===== config.mk =====
export PLATFORM = sky130hd
export DESIGN_NAME = hls_macc_vec
export DESIGN_NICKNAME = d
export VERILOG_FILES = /design/src/rtl/hls_macc_vec.sv
export SDC_FILE = /design/constraint.sdc
export NUM_CORES = 1
export LEC_CHECK = 0
export BUFFER_PORTS_ARGS = -buffer_cell sky130_fd_sc_hd__buf_2
export CAP_MARGIN = 20
export CORE_AREA = 2 2 259 261
export DETAILED_ROUTE_END_ITERATION = 10
export DIE_AREA = 0 0 261 263
export GPL_TIMING_DRIVEN = 0
export SETUP_SLACK_MARGIN = 0.02
export SYNTH_ARGS = -nofsm -noshare
export SYNTH_HDL_FRONTEND = slang
export SYNTH_SLANG_ARGS = --single-unit

===== constraint.sdc =====
create_clock -name ap_clk -period 9.3 [get_ports ap_clk]
set_clock_uncertainty 0.2 [all_clocks]
set_input_delay 0.93 -clock ap_clk [delete_from_list [all_inputs] [get_ports ap_clk]]
set_output_delay 0.93 -clock ap_clk [all_outputs]
set_load 0.01 [all_outputs]

===== src/rtl/hls_macc_vec.sv =====
// Signed LANES-element dot-product core with ap_ctrl_hs handshake.
// One product is accumulated per MAC cycle, with optional accumulate-onto-previous and saturation.
module hls_macc_vec #(
  parameter int unsigned W     = 16,
  parameter int unsigned LANES = 4,
  parameter int unsigned ACC_W = 40,
  parameter int unsigned SAT   = 0
) (
  input  logic                 ap_clk,
  input  logic                 ap_rst_n,
  input  logic                 ap_start,
  output logic                 ap_done,
  output logic                 ap_idle,
  output logic                 ap_ready,
  input  logic                 acc_clr,
  input  logic [LANES*W-1:0]   a_vec,
  input  logic [LANES*W-1:0]   b_vec,
  output logic [ACC_W-1:0]     out1,
  output logic                 out1_ap_vld,
  output logic                 ovf,
  output logic [ACC_W-1:0]     ap_return
);

  localparam int unsigned IDX_W = (LANES > 1) ? $clog2(LANES) : 1;
  localparam int unsigned VEC_W = LANES * W;
  localparam int unsigned P_W   = 2 * W;

  localparam logic [IDX_W-1:0] IDX_LAST = IDX_W'(LANES - 1);
  localparam logic [ACC_W-1:0] ACC_MAX  = {1'b0, {(ACC_W-1){1'b1}}};
  localparam logic [ACC_W-1:0] ACC_MIN  = {1'b1, {(ACC_W-1){1'b0}}};

  // One-hot encoding; bit positions double as output decodes.
  typedef enum logic [2:0] {
    S_IDLE = 3'b001,
    S_MAC  = 3'b010,
    S_DONE = 3'b100
  } state_e;

  localparam int unsigned ST_IDLE_BIT = 0;
  localparam int unsigned ST_DONE_BIT = 2;

  state_e             state_q, state_d;
  logic [IDX_W-1:0]   idx_q,   idx_d;
  logic [VEC_W-1:0]   a_q,     a_d;
  logic [VEC_W-1:0]   b_q,     b_d;
  logic [ACC_W-1:0]   acc_q,   acc_d;
  logic               ovf_q,   ovf_d;

  logic [W-1:0]       a_sel_c;
  logic [W-1:0]       b_sel_c;
  logic [P_W-1:0]     a_ext_c;
  logic [P_W-1:0]     b_ext_c;
  logic [P_W-1:0]     prod_c;
  logic [ACC_W-1:0]   prod_ext_c;
  logic [ACC_W-1:0]   sum_c;
  logic               add_ovf_c;
  logic [ACC_W-1:0]   acc_add_c;

  // Lane select for the current index.
  always_comb begin
    a_sel_c = '0;
    b_sel_c = '0;
    for (int i = 0; i < int'(LANES); i++) begin
      if (idx_q == IDX_W'(i)) begin
        a_sel_c = a_q[i*W +: W];
        b_sel_c = b_q[i*W +: W];
      end
    end
  end

  // Sign-extended operands make the low P_W bits of the product the exact signed product.
  assign a_ext_c = {{W{a_sel_c[W-1]}}, a_sel_c};
  assign b_ext_c = {{W{b_sel_c[W-1]}}, b_sel_c};
  assign prod_c  = a_ext_c * b_ext_c;

  generate
    if (ACC_W > P_W) begin : g_prod_sext
      assign prod_ext_c = {{(ACC_W-P_W){prod_c[P_W-1]}}, prod_c};
    end else begin : g_prod_direct
      assign prod_ext_c = prod_c;
    end
  endgenerate

  // Signed overflow: operands agree in sign but the wrapped sum does not.
  assign sum_c     = acc_q + prod_ext_c;
  assign add_ovf_c = (acc_q[ACC_W-1] == prod_ext_c[ACC_W-1]) &&
                     (sum_c[ACC_W-1] != acc_q[ACC_W-1]);

  always_comb begin
    acc_add_c = sum_c;
    if ((SAT != 0) && add_ovf_c) begin
      acc_add_c = acc_q[ACC_W-1] ? ACC_MIN : ACC_MAX;
    end
  end

  // State and datapath registers.
  always_ff @(posedge ap_clk or negedge ap_rst_n) begin
    if (!ap_rst_n) begin
      state_q <= S_IDLE;
      idx_q   <= '0;
      a_q     <= '0;
      b_q     <= '0;
      acc_q   <= '0;
      ovf_q   <= 1'b0;
    end else begin
      state_q <= state_d;
      idx_q   <= idx_d;
      a_q     <= a_d;
      b_q     <= b_d;
      acc_q   <= acc_d;
      ovf_q   <= ovf_d;
    end
  end

  // Next-state and datapath update.
  always_comb begin
    state_d = state_q;
    idx_d   = idx_q;
    a_d     = a_q;
    b_d     = b_q;
    acc_d   = acc_q;
    ovf_d   = ovf_q;

    unique case (state_q)
      S_IDLE: begin
        if (ap_start) begin
          a_d     = a_vec;
          b_d     = b_vec;
          if (acc_clr) begin
            acc_d = '0;
          end
          ovf_d   = 1'b0;
          idx_d   = '0;
          state_d = S_MAC;
        end
      end
      S_MAC: begin
        acc_d = acc_add_c;
        if (add_ovf_c) begin
          ovf_d = 1'b1;
        end
        idx_d = idx_q + IDX_W'(1);
        if (idx_q == IDX_LAST) begin
          state_d = S_DONE;
        end
      end
      S_DONE: begin
        state_d = S_IDLE;
      end
      default: begin
        state_d = S_IDLE;
      end
    endcase
  end

  // Outputs are register bits; only ap_idle looks at ap_start directly.
  assign ap_done     = state_q[ST_DONE_BIT];
  assign ap_ready    = state_q[ST_DONE_BIT];
  assign out1_ap_vld = state_q[ST_DONE_BIT];
  assign ap_idle     = state_q[ST_IDLE_BIT] & ~ap_start;
  assign out1        = acc_q;
  assign ap_return   = acc_q;
  assign ovf         = ovf_q;

endmodule


* Word level (Yosys, flattened, before mapping) *
Index checks and enable logic that the tools add are counted.

storage, ports and cells
  bits of input ports = 132
  output and inout bits = 85
  logic and storage cells = 49
  register bits = 174

operators by class
  bitwise gates (word level) = 2
  reductions and logical operators = 8
  mux-type cells = 19
  multipliers = 1
  equality and inequality tests = 11
  $add $sub $neg = 2

operator list
  kind                                                              count
  16-bit 2-to-1 mux                                                 8
  40-bit 2-to-1 mux                                                 2
  40-bit case mux with 2 select lines                               1
  40-bit adder                                                      1
  16-bit by 16-bit multiplier with 32-bit output                    1
  2-bit != test (second input constant)                             4
  3-bit 2-to-1 mux                                                  2
  3-bit case mux with 2 select lines                                1
  2-bit AND reduction                                               3
  3-bit AND reduction                                               2
  2-bit == test (second input constant)                             2
  2-bit case mux with 2 select lines                                1
  3-bit by 1-bit == test with 1-bit output (second input constant)  1
  3-bit by 2-bit == test with 1-bit output (second input constant)  1
  2-bit by 1-bit adder with 2-bit output (second input constant)    1
  2-bit by 1-bit == test with 1-bit output (second input constant)  1
  2-bit logical NOT                                                 1
  1-bit 2-to-1 mux                                                  2
  2-bit 2-to-1 mux                                                  1
  1-bit case mux with 2 select lines                                1
  2-bit nonzero test                                                1
  1-bit AND                                                         1
  1-bit == test                                                     1
  1-bit logical AND                                                 1
  other kinds (2)                                                   2

* Logic depth before layout (Yosys ltp) *
Gate-level depths: netlist of the first run.

  word-level depth = 11
  mapped depth = 44
  mapped depth without buffers = 42

* Worst setup path before layout of the first run *
No wires, ideal clock.

  path type = register -> register
  from = register idx_q[1]
  to = register acc_q[39] (netlist: ap_return[39])
  period minus slack after synthesis = 9.414 ns
  stages on the path, launching flop included = 41
  required time = 9.026 ns
  setup time = 0.074 ns
  data arrival time = 9.140 ns
  setup slack = -0.114 ns
  cells stage by stage = dfrtp_1 inv_1 ha_1 clkbuf_1 clkbuf_1 nor2_1 a21oi_1 nor2_1 a21oi_1 nor2_1 a21o_1 clkbuf_1 nand2_1 inv_1 fa_1 fa_1 fa_1 fa_1 [... 5 more ...] and2_1 a21boi_0 a21boi_2 nor3_2 o21a_1 o311a_4 inv_1 ha_1 clkbuf_1 a21o_1 a21o_1 a21oi_1 nor2_1 a2111oi_0 a21oi_2 xor2_1 or3_1 o21ai_2

on the way
  longest elaborated chain between the ends = 8

RTL lines
  what                                                line  source
  from (decl)                                         43    logic [IDX_W-1:0] idx_q, idx_d;
  from (signal assigned)                              107   idx_q <= idx_d;
  2-bit logical NOT                                   64    if (idx_q == IDX_W'(i)) begin
  16-bit 2-to-1 mux (4 in a row)                      64
  16-bit by 16-bit multiplier with 32-bit output (*)  74    assign prod_c = a_ext_c * b_ext_c;
  40-bit adder (*)                                    85    assign sum_c = acc_q + prod_ext_c;
  40-bit case mux with 2 select lines (*)             124   unique case (state_q)
  to (signal assigned)                                103   acc_q <= '0;
  to (signal assigned)                                110   acc_q <= acc_d;
  to (decl)                                           46    logic [ACC_W-1:0] acc_q, acc_d;

Every way passes the cells marked *; elsewhere a longest branch is shown, timed or not.
A chain may end at the register's enable or synchronous reset.

* Final worst setup path of the first run *
  from = register idx_q[0]
  to = register acc_q[39] (netlist: ap_return[39])

The elaborated chain is that of the path after synthesis.

==> results of run 1 <==
[per-layer routing]
| metal | up-vias | part of all wire | GRT usage |
|---|---|---|---|
| met1 | 8536 | 0.43 | 0.256 |
| met2 | 620 | 0.46 | 0.300 |
| met4 | 0 | 0.048 | 0.0888 |
| li1 | 8009 | - | - |
| met3 | 147 | 0.059 | 0.0292 |
| met5 | - | 0 | 0 |
[state kept, by name, indices dropped and copies added, names as in the netlist]
name       flops
a_q           64
b_q           64
ap_return     40
state_q        3
idx_q          2
ovf            1
[timing repair]
item,4_1_cts,5_1_grt
buffers inserted,103,45
endpoints found under the setup margin,25,17
gates cloned,3,1
pin swaps,81,110
resized for setup,288,165
[synth_stat cells, drive strengths merged, types with 8 or more instances]
master	number
a211oi	9
a21o	67
a21oi	137
a22o	10
a22oi	13
a31oi	8
and3	12
buf	50
clkbuf	85
dfrtp	173
fa	263
ha	125
inv	304
nand2	566
nand2b	13
nand3	14
nor2	237
nor2b	12
o21a	12
o21ai	60
o21bai	9
or2	12
xnor2	40
xor2	26
[how the worst max path moves through the flow]
stage,startpoint,end,cells after the start
global route,idx_q[0]$_DFFE_PN0P_,ap_return[37]$_DFFE_PN0P_,39
finish,idx_q[0]$_DFFE_PN0P_,ap_return[39]$_DFFE_PN0P_,42
floorplan,idx_q[1]$_DFFE_PN0P_,ap_return[39]$_DFFE_PN0P_,39
detailed placement,idx_q[1]$_DFFE_PN0P_,ovf$_DFFE_PN0P_,41
CTS,idx_q[0]$_DFFE_PN0P_,ap_return[39]$_DFFE_PN0P_,40
global placement,idx_q[1]$_DFFE_PN0P_,ovf$_DFFE_PN0P_,41
[cells in the final DEF, fill, tap and decap left out, types with 9 or more instances in the layout]
cell / n
sky130_fd_sc_hd__a21o_1: 50
sky130_fd_sc_hd__a21o_4: 14
sky130_fd_sc_hd__a21oi_1: 66
sky130_fd_sc_hd__a21oi_2: 46
sky130_fd_sc_hd__a21oi_4: 25
sky130_fd_sc_hd__a22o_1: 10
sky130_fd_sc_hd__and3_1: 10
sky130_fd_sc_hd__buf_2: 216
sky130_fd_sc_hd__buf_4: 176
sky130_fd_sc_hd__buf_6: 18
sky130_fd_sc_hd__clkbuf_1: 35
sky130_fd_sc_hd__clkbuf_16: 21
sky130_fd_sc_hd__clkbuf_4: 9
sky130_fd_sc_hd__dfrtp_1: 173
sky130_fd_sc_hd__fa_1: 246
sky130_fd_sc_hd__fa_2: 17
sky130_fd_sc_hd__ha_1: 92
sky130_fd_sc_hd__ha_4: 26
sky130_fd_sc_hd__inv_1: 289
sky130_fd_sc_hd__inv_2: 12
sky130_fd_sc_hd__nand2_1: 556
sky130_fd_sc_hd__nand2_2: 9
sky130_fd_sc_hd__nand2b_1: 13
sky130_fd_sc_hd__nand3_1: 12
sky130_fd_sc_hd__nor2_1: 199
sky130_fd_sc_hd__nor2_2: 29
sky130_fd_sc_hd__nor2_4: 9
sky130_fd_sc_hd__nor2b_1: 9
sky130_fd_sc_hd__o21a_1: 12
sky130_fd_sc_hd__o21ai_0: 44
sky130_fd_sc_hd__o21bai_1: 9
sky130_fd_sc_hd__xnor2_1: 35
sky130_fd_sc_hd__xor2_1: 26
[worst max-delay path, delay by kind of cell (launching register included)]
family | cells | cell delay [ps]
adders and majority gates | 9 | 3330
and+or+nand+nor | 10 | 2180
AOI/OAI and AO/OA | 11 | 1720
buffers and inverters | 10 | 1100
DFF | 1 | 400
xor gates and xnor gates | 2 | 240
[through the flow]
stage,area (um^2),hold WS (ps)
after detailed placement,21800,261
after CTS,24400,173
final,25400,180
after global placement,21700,249
after global routing,25400,216
after floorplan,19600,246
[cell families after synthesis]
group,after synthesis,synth area share
muxes,2,0.00102
buffers and inverters,439,0.0927
AOI/OAI and AO/OA,359,0.120
DFF,174,0.223
xor gates and xnor gates,66,0.0295
and+or+nand+nor,900,0.185
adders and majority gates,388,0.349
[cell type report]
type	instances	area, um^2	share of cell area
plain buffers	119	908	0.0357
clock buffers	17	425	0.0167
clock inverters	15	211	0.00831
inverters	304	1150	0.0454
multi-input cells	1717	14900	0.584
flip-flops and latches	174	4360	0.171
well taps	864	1080	0.0425
repair buffers	373	2440	0.0960
==> summary.txt, run 1 <==
Drt
  • Number of nets still failing antenna checks after routing: 0
  • Via-per-instance ratio: 4.83
  • Count of routing violations after the opening detailed-route iteration: 1138
  • Detailed-routing iteration count for the pre-antenna-repair pass: 5
  • Routed wire length per instance: 17.8 um
  • Total wire length: 63900 um
  • Vias after detailed routing: 17.3k
  • Post-route DRC violation count: 0

Global routing
  • Maximum number of pins on one net before global-route repair: 116
  • Number of global-route vias before repair: 17.7k
  • Overall Global Routing Usage: 0.190
  • Initial antenna violation count: 0
  • GRT Residual Overflow: 0
  • Wire length of the first global-routing pass: 100000 um

Setup path
  • Depth of the worst register-to-register path: 42
  • Worst Path Class, Setup: flop to flop
  • Most common cell on crit path: sky130_fd_sc_hd__fa_1
  • Delay contributed by the slowest stage of the critical path: 570 ps
  • Worst R2R Start: idx_q[0]$_DFFE_PN0P_
  • Worst path slowest cell: sky130_fd_sc_hd__fa_1
  • Critical path startpoint category: flop
  • Slack of the worst reg-to-reg path: 50 ps
  • Worst Setup End Kind: flop
  • Maximum fanout count along the critical path: 7
  • Endpoint of the worst-slack reg-to-reg timing path: ap_return[39]$_DFFE_PN0P_
  • Required time of the critical path: 9530 ps
  • Worst EP arrival: 9480 ps

Timing
  • Total count of max-transition violations in the final report: 0
  • RSZ-0062 raised after global routing: true
  • Slew margin rel.: 0.468
  • Final setup margin: 45.8 ps
  • Hold violation count in the final report: 0
  • Total Negative Setup Slacks: 0 ps
  • Final setup vio count: 0
  • Tcrit/Tclk final: 0.995
  • Time the final worst path needs with I/O delays and setup: 9250 ps
  • Worst-Margin Slew: 798 ps
  • Fmax: 108 MHz

Floorplan
  • Number of placement rows: 94
  • Ports: 217
  • Die Outline Area: 68600 um^2
  • Die height: 263 um
  • Die width: 261 um
  • Starting density of the core: 0.298
  • Core Footprint: 65600 um^2

Synthesis
  • Synth warnings: 0
  • Flip-flop cell with the highest count after synthesis: sky130_fd_sc_hd__dfrtp_1
  • Async S/R FF share, synth: 1.00
  • Top-area cell type share of the netlist area: 0.269
  • Net count after synthesis: 2848
  • Cell type with the largest total area after synthesis: sky130_fd_sc_hd__fa_1
  • Number of flops mapped to enable cells by yosys: 0
  • Ranking of synthesized cells by area: sky130_fd_sc_hd__fa_1 27%, sky130_fd_sc_hd__dfrtp_1 22%, sky130_fd_sc_hd__nand2_1 11%
  • Synth Register Bits: 174
  • Cells after Synth: 2328
  • Unique masters post-synth: 71
  • Sequential-to-total area share from yosys stat: 0.223
  • Mean instance size in the synthesized netlist: 8.40 um^2
  • Post-synthesis instance area: 19600 um^2

Final layout
  • Count of antenna diodes in the layout: 0
  • Final instance count without filler cells: 3583
  • Final standard cell utilization of the core: 0.388
  • Share of final-layout standard cells stronger than drive strength 1: 0.279
  • Post-synthesis to final-layout area growth: 30.0%
  • Final nets: 3226
  • Number of fillers in the final layout: 6619

Placed design
  • Worst slack at placement: -2160 ps
  • Count of placed standard cells including taps: 3415
  • Final RePlAce weighted congestion: 0.907
  • Dpl hpwl: 49100 um
  • Number of buffers inserted by port buffering: 216

Clock tree
  • Clock sink count: 174
  • Clock buffer count from CTS: 17
  • Clk_lat worst skew: 490 ps
  • CTS Hold Buffers Added: 0
  • Clock Path Buffers: 2
  • Clk Tree Root Cell: sky130_fd_sc_hd__clkbuf_16
  • Worst-path clk slew: 80 ps
  • Clock tree from TritonCTS: built
  • Number of H-tree levels: 4

Run
  • Max-capacitance violation count: 0

Outcome
  • Result of the run: completed

Hold path
  • Class of the tightest hold or removal check: input pin to async pin
Power of run 1 is left out: the tool's default activity adds up to more than one toggle a clock period on the data nets, which glitch-free logic cannot reach.
==> run 2, diff against run 1 <==
- ABC_AREA: default -> 1
- CORE_AREA: 2 2 259 261 -> 2 2 266 268
- DIE_AREA: 0 0 261 263 -> 0 0 268 270
==> summary.txt, run 2 <==
Outcome
  • Result of the run: completed

Synthesis
  • Combinational family with the most area after synthesis: adder cells
  • Cells after Synth: 2625 (+13%)
  • Cell type with the largest total area after synthesis: sky130_fd_sc_hd__fa_1
  • Synth Register Bits: 174 (unchanged)
  • Most common library cells after synthesis: 621 x sky130_fd_sc_hd__nand2_1, 522 x sky130_fd_sc_hd__inv_1, 263 x sky130_fd_sc_hd__fa_1
  • Xor and xnor area share after synthesis: 0.0157 (-0.0138)
  • Sequential-to-total area share from yosys stat: 0.211 (-0.0112)
  • Net count after synthesis: 3145 (+10%)
  • Mean instance size in the synthesized netlist: 7.85 um^2 (-6.6%)
  • Flip-flop cell with the highest count after synthesis: sky130_fd_sc_hd__dfrtp_1
  • Most frequent cell after synthesis: sky130_fd_sc_hd__nand2_1
  • Synth Area in Compound Gates: 0.120 (about the same)
  • Unique masters post-synth: 53 (-25%)
  • Multiplexer area fraction after synthesis: 0 (-0.00102)
  • Number of flops mapped to enable cells by yosys: 0 (unchanged)
  • Top-area cell type share of the netlist area: 0.256 (-0.0135)
  • Async S/R FF share, synth: 1.00 (unchanged)
  • Post-synthesis instance area: 20600 um^2 (+5.3%)
  • Area share of fa/ha/maj cells after synthesis: 0.331 (-0.0176)
  • Synth warnings: 0 (unchanged)
  • Area share of and/or/nand/nor cells after synthesis: 0.191 (+0.00630)
  • Ranking of synthesized cells by area: sky130_fd_sc_hd__fa_1 26%, sky130_fd_sc_hd__dfrtp_1 21%, sky130_fd_sc_hd__nand2_1 11%

Drt
  • Routed wire length per instance: 17.2 um (-3.3%)
  • Total wire length: 67000 um (+4.9%)
  • Number of nets still failing antenna checks after routing: 0 (unchanged)
  • Count of routing violations after the opening detailed-route iteration: 1520 (+34%)
  • Post-route DRC violation count: 0 (unchanged)
  • Detailed-routing iteration count for the pre-antenna-repair pass: 6 (+1)
  • Via-per-instance ratio: 4.71 (-2.5%)
  • Vias after detailed routing: 18.3k (+5.8%)

Floorplan
  • Ports: 217 (unchanged)
  • Number of placement rows: 97 (+3.2%)
  • Starting density of the core: 0.296 (-0.00189)
  • Die Outline Area: 72400 um^2 (+5.4%)
  • Core Footprint: 69500 um^2 (+6.0%)
  • Die width: 268 um (+2.7%)
  • Die height: 270 um (+2.7%)

Hold path
  • Class of the tightest hold or removal check: input pin to async pin

Timing
  • Final-layout worst hold slack: 192 ps (+12.1 ps)
  • Hold violation count in the final report: 0 (unchanged)
  • Final setup margin: 440 ps (+394 ps)
  • Worst-Margin Slew: 965 ps (+167 ps)
  • Final setup vio count: 0 (unchanged)
  • Total count of max-transition violations in the final report: 0 (unchanged)
  • RSZ-0062 raised after global routing: true
  • Time the final worst path needs with I/O delays and setup: 8860 ps (-394 ps)
  • Fmax: 113 MHz (+4.4%)
  • Tcrit/Tclk final: 0.953 (-0.0423)
  • Slew margin rel.: 0.357 (-0.111)

Setup path
  • Worst path slowest cell: sky130_fd_sc_hd__fa_1
  • Maximum fanout count along the critical path: 10 (+3)
  • Most common cell on crit path: sky130_fd_sc_hd__fa_1
  • Delay contributed by the slowest stage of the critical path: 640 ps (+70 ps)
  • Worst EP arrival: 9070 ps (-410 ps)
  • Depth of the worst register-to-register path: 38 (-9.5%)
  • Critical path startpoint category: flop
  • Required time of the critical path: 9510 ps (-20 ps)
  • Worst Setup End Kind: flop
  • Worst Path Class, Setup: flop to flop

Final layout
  • Most common library cell in the layout ignoring fill and taps: sky130_fd_sc_hd__nand2_1
  • Share of final-layout standard cells stronger than drive strength 1: 0.203 (-0.0759)
  • Number of fillers in the final layout: 7245 (+9.5%)
  • Final nets: 3454 (+7.1%)
  • Count of antenna diodes in the layout: 0 (unchanged)
  • Final standard cell utilization of the core: 0.354 (-0.0334)
  • Final Instance Area: 24600 um^2 (-3.2%)
  • Most frequent cells in the layout: 618 x sky130_fd_sc_hd__nand2_1, 519 x sky130_fd_sc_hd__inv_1, 258 x sky130_fd_sc_hd__fa_1, 255 x sky130_fd_sc_hd__buf_2, 222 x sky130_fd_sc_hd__nor2_1
  • Post-synthesis to final-layout area growth: 19.6%

Placed design
  • Standard cell area after detailed placement: 22900 um^2 (+4.9%)
  • Final RePlAce weighted congestion: 0.962 (+6.1%)
  • Worst slack at placement: -449 ps (+1710 ps)
  • Number of buffers inserted by port buffering: 216 (unchanged)
  • Dpl hpwl: 55300 um (+13%)

Global routing
  • Number of global-route vias before repair: 18.5k (+4.4%)
  • Maximum number of pins on one net before global-route repair: 103 (-11%)
  • Initial antenna violation count: 0 (unchanged)
  • Overall Global Routing Usage: 0.188 (-0.00228)
  • GRT Residual Overflow: 0 (unchanged)
  • Wire length of the first global-routing pass: 105000 um (+4.8%)

Clock tree
  • Clk_lat worst skew: 470 ps (-20 ps)
  • Clock Path Buffers: 2 (unchanged)
  • Clock buffer count from CTS: 17 (unchanged)
  • Clock tree from TritonCTS: built
  • Clock sink count: 174 (unchanged)
  • Worst-path clk slew: 90 ps (about the same)
  • Clk Tree Root Cell: sky130_fd_sc_hd__clkbuf_16
  • Number of H-tree levels: 4 (unchanged)

Run
  • Max-capacitance violation count: 0 (unchanged)
[run 2: changes by cell type after synthesis, sizes merged, moves of 18 or more]
cell | before | now
xnor2 | 40 | 15
a21o | 67 | 7
clkbuf | 85 | 19
buf | 50 | 92
nand2 | 566 | 636
o21ai | 60 | 176
inv | 304 | 540
a22oi | 13 | 31
o221ai | 0 | 31
nand3 | 14 | 52
a21oi | 137 | 112
nor2 | 237 | 257
[run 2: layout make-up]
cell class | instances | area, um^2 | area share
multi-input cells | 1798 | 14000 | 0.569
flip-flops and latches | 174 | 4360 | 0.177
inverters | 542 | 2040 | 0.0829
repair buffers | 289 | 1720 | 0.0698
well taps | 940 | 1180 | 0.0478
plain buffers | 111 | 668 | 0.0271
clock buffers | 17 | 425 | 0.0173
clock inverters | 15 | 218 | 0.00884
repair inverters | 1 | 7.51 | 0.000305
[run 2: worst max-delay path, delay by kind of cell, from the launching register on]
family                   cells  cell delay, ps
adder cells (fa/ha/maj)      9            4060
XOR/XNOR                     1             310
AND/OR/NAND/NOR             10            1070
buffers and inverters       10            1060
flip-flops                   1             400
AO/OA/AOI/OAI                8            1640
[run 2: through the flow]
stage | setup TNS, ps | cells
after floorplan | 0 | 2625
final | 0 | 3887
after global routing | -47.2 | 3887
after detailed placement | -3560 | 3782
after global placement | -3670 | 3781
after CTS | 0 | 3830
[run 2: cells by family (layout without fill, tap and decap cells)]
group,count (synthesis),count (layout)
and+or+nand+nor,976,976
buffers and inverters,653,975
AOI/OAI and AO/OA,397,397
adders and majority gates,388,388
DFF,174,174
xor gates and xnor gates,37,37
[run 2: timing repair]
action,in CTS,in global routing
cloned,0,2
buffers inserted,16,55
pin swaps,8,30
hold buffers,0,0
setup endpoints to repair,15,23
resized for setup,7,117
[run 2: path summary, 6_finish.rpt]
kind | start | endpoint | slack (ps)
max in group asynchronous | ap_rst_n | a_q[42]$_DFFE_PN0P_ | 7670
max | idx_q[1]$_DFFE_PN0P_ | ap_return[36]$_DFFE_PN0P_ | 440
min in group ap_clk | b_q[48]$_DFFE_PN0P_ | b_q[48]$_DFFE_PN0P_ | 290
min | ap_rst_n | ovf$_DFFE_PN0P_ | 190
min reg2reg | b_q[48]$_DFFE_PN0P_ | b_q[48]$_DFFE_PN0P_ | 290
max reg2reg | idx_q[1]$_DFFE_PN0P_ | ap_return[36]$_DFFE_PN0P_ | 440
[run 2: layer usage]
metal / GRT usage / share of wire / wire (um)
met3: 0.0323 / 0.067 / 4500
met2: 0.303 / 0.46 / 30800
met4: 0.0567 / 0.032 / 2170
met5: 0 / 0 / 0
met1: 0.257 / 0.44 / 29600
Power of run 2 is left out for the same reason.
